## config.mk

```make
export PLATFORM = sky130hd
export DESIGN_NAME = quad_step_sched
export DESIGN_NICKNAME = d
export VERILOG_FILES = /design/src/rtl/quad_step_sched.sv
export SDC_FILE = /design/constraint.sdc
export NUM_CORES = 1
export LEC_CHECK = 0
export ABC_AREA = 1
export CORE_MARGIN = 4
export CORE_UTILIZATION = 40
export DETAILED_ROUTE_END_ITERATION = 16
export DONT_BUFFER_PORTS = 1
export PLACE_DENSITY = 0.62
export SYNTH_ARGS = -nofsm -noshare
export SYNTH_HDL_FRONTEND = slang
export SYNTH_SLANG_ARGS = --single-unit
```

## constraint.sdc

```tcl
create_clock -name CLK -period 5.1 [get_ports CLK]
set_input_delay 1.02 -clock CLK [delete_from_list [all_inputs] [get_ports CLK]]
set_output_delay 1.02 -clock CLK [all_outputs]
set_load 0.02 [all_outputs]
```

## src/rtl/quad_step_sched.sv

```systemverilog
// Steering step scheduler: merges a mouse step backlog and joystick holds into one
// Gray quadrature output. Define STEER_ACCEL_EN to enable joystick hold acceleration.
module quad_step_sched #(
  parameter int CNT_W = 8
`ifdef STEER_ACCEL_EN
  , parameter int ACCEL_STEPS = 4
`endif
) (
  input  logic                    CLK,
  input  logic                    RESET_N,
  input  logic [7:0]              clkdiv,
  input  logic                    left,
  input  logic                    right,
  input  logic                    mouse_stb,
  input  logic signed [7:0]       mouse_dx,
  output logic [1:0]              steer,
  output logic signed [CNT_W-1:0] pending,
  output logic                    busy
);

  localparam int SW = ((CNT_W > 8) ? CNT_W : 8) + 2;
  localparam logic signed [SW-1:0] PMAX = {{(SW-CNT_W+1){1'b0}}, {(CNT_W-1){1'b1}}};
  localparam logic signed [SW-1:0] PMIN = -PMAX;

  logic [7:0]              r_cnt;
  logic [1:0]              r_steer;
  logic signed [CNT_W-1:0] r_pending;
  logic                    r_busy;

  logic                    w_tick;
  logic                    w_joyR;
  logic                    w_joyL;
  logic                    w_pendZero;
  logic                    w_bklR;
  logic                    w_bklL;
  logic                    w_bklStep;
  logic                    w_joyStepR;
  logic                    w_joyStepL;
  logic                    w_stepR;
  logic                    w_stepL;
  logic [1:0]              w_stage;
  logic [7:0]              w_reload;
  logic [1:0]              w_steerNext;
  logic signed [SW-1:0]    w_pendExt;
  logic signed [SW-1:0]    w_dxExt;
  logic signed [SW-1:0]    w_bstep;
  logic signed [SW-1:0]    w_sum;
  logic signed [CNT_W-1:0] w_pendNext;

  assign w_tick     = (r_cnt == 8'd0);
  assign w_joyR     = right & ~left;
  assign w_joyL     = left & ~right;
  assign w_pendZero = (r_pending == '0);

  // An outstanding backlog always takes the tick before any joystick step.
  assign w_bklR     = w_tick & ~r_pending[CNT_W-1] & ~w_pendZero;
  assign w_bklL     = w_tick & r_pending[CNT_W-1];
  assign w_bklStep  = w_bklR | w_bklL;
  assign w_joyStepR = w_tick & w_pendZero & w_joyR;
  assign w_joyStepL = w_tick & w_pendZero & w_joyL;
  assign w_stepR    = w_bklR | w_joyStepR;
  assign w_stepL    = w_bklL | w_joyStepL;

`ifdef STEER_ACCEL_EN
  localparam int HOLD_W = $clog2(3*ACCEL_STEPS + 1);
  localparam logic [HOLD_W-1:0] STAGE1_AT = HOLD_W'(ACCEL_STEPS);
  localparam logic [HOLD_W-1:0] STAGE2_AT = HOLD_W'(2*ACCEL_STEPS);
  localparam logic [HOLD_W-1:0] HOLD_MAX  = HOLD_W'(3*ACCEL_STEPS);

  logic [HOLD_W-1:0] r_hold;
  logic              r_prevR;
  logic              r_prevL;
  logic [HOLD_W-1:0] w_holdBase;
  logic [HOLD_W-1:0] w_holdNext;

  always_comb begin
    w_holdBase = ((w_joyR & r_prevR) | (w_joyL & r_prevL)) ? r_hold : '0;
    w_holdNext = w_holdBase;
    if ((w_joyStepR | w_joyStepL) && (w_holdBase != HOLD_MAX))
      w_holdNext = w_holdBase + 1'b1;
    if (w_bklStep)
      w_holdNext = '0;
  end

  always_comb begin
    w_stage = 2'd0;
    if (!w_bklStep) begin
      if (r_hold >= STAGE2_AT)
        w_stage = 2'd2;
      else if (r_hold >= STAGE1_AT)
        w_stage = 2'd1;
    end
  end

  always_ff @(posedge CLK or negedge RESET_N) begin
    if (!RESET_N) begin
      r_hold  <= '0;
      r_prevR <= 1'b0;
      r_prevL <= 1'b0;
    end else begin
      r_hold  <= w_holdNext;
      r_prevR <= w_joyR;
      r_prevL <= w_joyL;
    end
  end
`else
  assign w_stage = 2'd0;
`endif

  assign w_reload = clkdiv >> w_stage;

  always_comb begin
    w_steerNext = r_steer;
    if (w_stepR) begin
      case (r_steer)
        2'b00:   w_steerNext = 2'b10;
        2'b10:   w_steerNext = 2'b11;
        2'b11:   w_steerNext = 2'b01;
        default: w_steerNext = 2'b00;
      endcase
    end else if (w_stepL) begin
      case (r_steer)
        2'b00:   w_steerNext = 2'b01;
        2'b01:   w_steerNext = 2'b11;
        2'b11:   w_steerNext = 2'b10;
        default: w_steerNext = 2'b00;
      endcase
    end
  end

  // Wide signed sum so a mouse delta plus a backlog step can never wrap before clamping.
  always_comb begin
    w_pendExt = {{(SW-CNT_W){r_pending[CNT_W-1]}}, r_pending};
    w_dxExt   = mouse_stb ? {{(SW-8){mouse_dx[7]}}, mouse_dx} : '0;
    w_bstep   = w_bklR ? SW'(1) : (w_bklL ? {SW{1'b1}} : '0);
    w_sum     = w_pendExt - w_bstep + w_dxExt;
    if (w_sum > PMAX)
      w_pendNext = PMAX[CNT_W-1:0];
    else if (w_sum < PMIN)
      w_pendNext = PMIN[CNT_W-1:0];
    else
      w_pendNext = w_sum[CNT_W-1:0];
  end

  always_ff @(posedge CLK or negedge RESET_N) begin
    if (!RESET_N) begin
      r_cnt     <= 8'd0;
      r_steer   <= 2'b00;
      r_pending <= '0;
      r_busy    <= 1'b0;
    end else begin
      r_cnt     <= w_tick ? w_reload : r_cnt - 8'd1;
      r_steer   <= w_steerNext;
      r_pending <= w_pendNext;
      r_busy    <= (w_pendNext != '0) | w_joyR | w_joyL;
    end
  end

  assign steer   = r_steer;
  assign pending = r_pending;
  assign busy    = r_busy;

endmodule
```

# Yosys cells after proc, flatten, opt, wreduce, memory -nomap -nowiden
# Cells that the tools add are included.
# W data, S select, Z words.
[word_totals]
ff_bits = 19
inputBits = 21
output_inout_bits = 11
word_cells = 43
[op_classes]
add_sub_neg = 3
magnitude_cmp = 2
eq_ne = 3
muxes = 10
bitwise_logic = 16
reduce_logical = 5
[ops]
columns = ["cell", "n"]
rows = [
  ["$mux W10", 3],
  ["$mux W8", 3],
  ["$logic_not A8 Y1", 2],
  ["$pmux W2 S3", 2],
  ["$add A10 B10 Y10", 1],
  ["$gt A10 B8 Y1 const B", 1],
  ["$lt A10 B8 Y1 const B", 1],
  ["$sub A8 B10 Y10", 1],
  ["$and A1 B1 Y1", 8],
  ["$reduce_bool A8 Y1", 1],
  ["$sub A8 B1 Y8 const B", 1],
  ["$eq A2 B2 Y1 const B", 2],
  ["$mux W2", 2],
  ["$not A1 Y1", 4],
  ["$or A1 B1 Y1", 4],
  ["$eq A2 B1 Y1 const B", 1],
  ["$logic_not A2 Y1", 1],
  ["$reduce_bool A2 Y1", 1],
]

# Logic depth before layout (Yosys ltp)
[depth]
word_depth = 12
depth_mapped = 27
ltp_nobuf = 27

# Least setup slack after synthesis
# No wires, ideal clock.
[synth_path]
path_type = "register to register"
start = "register r_cnt[0]"
end = "register r_busy, in the netlist busy"
setup_ns = 0.119
arrival_time_ns = 3.525
required_ns = 4.981
path_slack_ns = 1.457
path_stages_with_launch = 27
path_buffers = 0
synth_period_minus_slack_ns = 3.643
cell_sequence = "dfrtp_1 -> inv_1 -> ha_1 -> nand2_1 -> nor2_2 -> nand2_2 -> nor2_4 -> inv_2 -> nor2_1 -> inv_1 -> fa_1 -> inv_1 -> fa_1 -> inv_1 -> nand2_1 -> nand2_2 -> nand2_1 -> nand2_1 -> nand3_1 -> nor2_1 -> nand3_1 -> nand2_2 -> nand2_4 -> nand2_1 -> nand2_2 -> nor2_1 -> nand2_1"
[synth_between]
elab_chain_len = 12
elab_cells_between_ends = 15
classes_between = "2 x add/sub; 2 x order compare; 4 x mux; 5 x bitwise; 2 x reduce/logical"
[synth_rtl]
columns = ["element", "line", "rtl"]
rows = [
  ["from (decl)", "25", "logic [7:0] r_cnt;"],
  ["from (signal assigned)", "152", "r_cnt <= w_tick ? w_reload : r_cnt - 8'd1;"],
  ["$logic_not A8 Y1 *", "50", "assign w_tick = (r_cnt == 8'd0);"],
  ["$and A1 B1 Y1 (on tied branches)", "57, 56", ""],
  ["$mux W10 or $and A1 B1 Y1 (tied branches)", "135, 56", ""],
  ["$mux W10 *", "135", "w_bstep = w_bklR ? SW'(1) : (w_bklL ? {SW{1'b1}} : '0);"],
  ["$sub A8 B10 Y10 *", "136", "w_sum = w_pendExt - w_bstep + w_dxExt;"],
  ["$add A10 B10 Y10 *", "136", ""],
  ["$lt A10 B8 Y1", "139", "else if (w_sum < PMIN)"],
  ["$mux W8", "139", ""],
  ["$mux W8 *", "137", "if (w_sum > PMAX)"],
  ["via w_pendNext[3]", "48", "logic signed [CNT_W-1:0] w_pendNext;"],
  ["$reduce_bool A8 Y1 *", "155", "r_busy <= (w_pendNext != '0) | w_joyR | w_joyL;"],
  ["$or A1 B1 Y1 * (2 in series)", "155", ""],
  ["to (signal assigned)", "155", ""],
  ["to (decl)", "28", "logic r_busy;"],
]
# Mark *: on every way through the listed nets, which the timed path passes. The rest lies on a longest branch.
# A chain may end at the register's enable or synchronous reset.

# Worst setup path in the final report
# Ends and elaborated chain as after synthesis.

==> flow_summary.json <==
{
  "status": "finished, final reports clean",
  "clockBufferDepth": 2,
  "io_pins": 32,
  "h-tree-depth": 1,
  "cts_tree": "yes",
  "synth_top_area_share_pct": 28.1,
  "cts_resized": 0,
  "synthCells": 242,
  "swShare_pct": 54.8,
  "vdd_drop_max_v": 0.000243,
  "pre_cts_slack_ps": 1280,
  "period_minus_slack_ps": 3780,
  "core_area_sq_um": 4030,
  "maxSlewHeadroom_pct": 73.6,
  "ys_seq_area_share_pct": 28.1,
  "cpPeakStageDelay_ps": 520,
  "num_vias": 1358,
  "fin_nets": 285,
  "worst_pin_slew_ps": 393,
  "first_pass_iters": 4,
  "worstReg2RegEnd": "busy",
  "grt_max_degree": 20,
  "required_ps": 5250,
  "power.switching_mw": 0.730,
  "drtIter0Drc": 58,
  "overflow": 0,
  "fin_skew_ps": 4.22,
  "final-instance-count-excl-fill": 295,
  "crit_end": "busy",
  "post-route-drc-count": 0,
  "first_global_vias": 1349,
  "crit_path_start": "r_cnt[0]",
  "fin_crit_sh_pct": 74.2,
  "netlist_area_sq_um": 1690,
  "root_buffer": "clkbuf_8",
  "final_antenna_net_count": 0,
  "insertion_delay_ps": 250,
  "dp.cells": 291,
  "worst_path_most_repeated_cell": "nand2_1",
  "rr_worst_depth": 27,
  "seq_power_share_pct": 23.1,
  "die-height_um": 73.0,
  "reg2reg_slack_ps": 1320,
  "yosysTopAreaCell": "dfrtp_1",
  "cts.clk_slew.worst_paths_ps": 70,
  "grt_pass1_wl_um": 6180,
  "crit_buf_inv": 6,
  "cp_num_cells": 27,
  "dieArea_sq_um": 5330,
  "p_per_area_nw_per_um2": 741,
  "clkSinkCount": 19,
  "grt_usage_pct": 14.7,
  "crit_type": "reg2reg",
  "max_cap_viol_count": 0,
  "place.gp.congestion": 0.827,
  "startpoint_type": "flip-flop",
  "hpwl_um": 2940,
  "wirelength_um": 3480,
  "synthTopCellsByArea": "dfrtp_1, nand2_1, inv_1",
  "p_leak_nw": 0.963,
  "antenna_found_initial": 0,
  "drv_slew": 0,
  "clock.fmax_ghz": 0.264,
  "portBuffers": 0,
  "slowest_stage": "fa_1",
  "p_int_mw": 0.602,
  "yosysWarnings": 0,
  "routed_via_density": 4.60,
  "fin_setup_tns_ps": 0,
  "drive_gt1_share_pct": 12.7,
  "combPwrFrac_pct": 69.2,
  "n_antenna_cell": 0,
  "path_max_fanout": 12,
  "synth_cell_type_count": 28,
  "hold_viol_final": 0,
  "critPathTopFamily": "simple AND/OR/NAND/NOR gates",
  "hp-class": "in2async",
  "ys_seq_elements": 19,
  "syn_area_per_cell_sq_um": 6.98,
  "die_x_um": 73.0,
  "r2r_start": "r_cnt[0]",
  "start_util_pct": 41.9,
  "p_total_mw": 1.33,
  "numCtsBuffers": 3,
  "cts_setup_buffers": 0,
  "wl_per_cell_um": 11.8,
  "setup_viol": 0,
  "areaGrowthSynthToFinish_pct": 6.37,
  "worst_slack_ps": 1320,
  "synth_nets": 281,
  "cts.hold.buffers_added": 0,
  "cp-end-kind": "flip-flop",
  "pwr-share-clk_pct": 7.7,
  "cp_data_arrival_time_ps": 3930,
  "num_rows": 23,
  "grt_setup_unrepaired": "no"
}
## cell families (layout without fill, tap and decap cells)
family          count (synthesis)  in the layout  synth area share (%)
compound gates                 12             12                  3.63
fa+ha+maj                      18             18                  16.4
buf+inv                        55             58                  12.2
xor+xnor                        4              4                  2.07
flops                          19             19                  28.1
simple gates                  134            134                  37.5
## metrics by stage
stage,instance area (sq um),hold WS [ps],utilization [%]
floorplan,1690,440,-
global placement,1750,465,43.5
detailed placement,1750,463,43.5
CTS,1800,446,44.6
global route,1800,439,44.6
finish,1800,453,44.6
## sequential cells by signal, summed over array words and instances, names as in the netlist
| register | count |
|---|---|
| pending | 8 |
| r_cnt | 8 |
| steer | 2 |
| busy | 1 |
## Yosys cell counts (all sizes together)
cell     n
a21oi    3
a31oi    1
clkbuf   2
clkinv   1
dfrtp   19
fa       7
ha      11
inv     52
nand2   83
nand3   19
nand3b   1
nand4    4
nor2    22
nor3     1
nor4     1
o21ai    8
or2      2
or3      1
xnor2    3
xor2     1
## worst min path at each step
stage | start | endpoint | slack (ps)
2_1_floorplan | r_cnt[0] | r_cnt[0] | 440
3_3_place_gp | r_cnt[0] | r_cnt[0] | 470
3_5_place_dp | r_cnt[0] | r_cnt[0] | 460
4_1_cts | RESET_N | pending[2] | 450
5_1_grt | RESET_N | r_cnt[7] | 440
6_report | RESET_N | r_cnt[7] | 450
## layout make-up
cell class / count / area, sq um
sequential: 19 / 475
clock buffer: 4 / 45.0
multi-input combinational: 168 / 1010
inverter: 53 / 199
tap: 50 / 62.6
timing repair buffer: 1 / 7.51
fill: 445 / 2230
## power groups by stage
stage	combinational [mW]	sequential, mW	clock (mW)
5_1_grt	1.07	0.318	0.111
3_5_place_dp	0.923	0.312	0
2_1_floorplan	0.760	0.297	0
3_3_place_gp	0.925	0.313	0
4_1_cts	0.932	0.310	0.106
6_report	0.922	0.307	0.102
## layer usage
metal	global-route usage (%)	share of wire (%)	up-vias
met5	0	0	-
met4	2.46	0.40	0
met3	4.13	7.5	3
met2	23.0	44	32
met1	20.6	48	588
li1	-	-	735
## cells in the final DEF (no fill, tap or decap), types with 3 or more instances in the layout
master and count:
xnor2_1 3, nand2_1 70, a21oi_1 3, dfrtp_1 19, o21ai_0 7, fa_1 7
nand4_1 4, nand3_1 16, inv_2 3, clkbuf_8 3, nand3_2 3, nand2_2 12
inv_1 49, nor2_1 18, ha_1 11, nor2_2 3
Note: power is estimated with default switching activity, not from simulation.
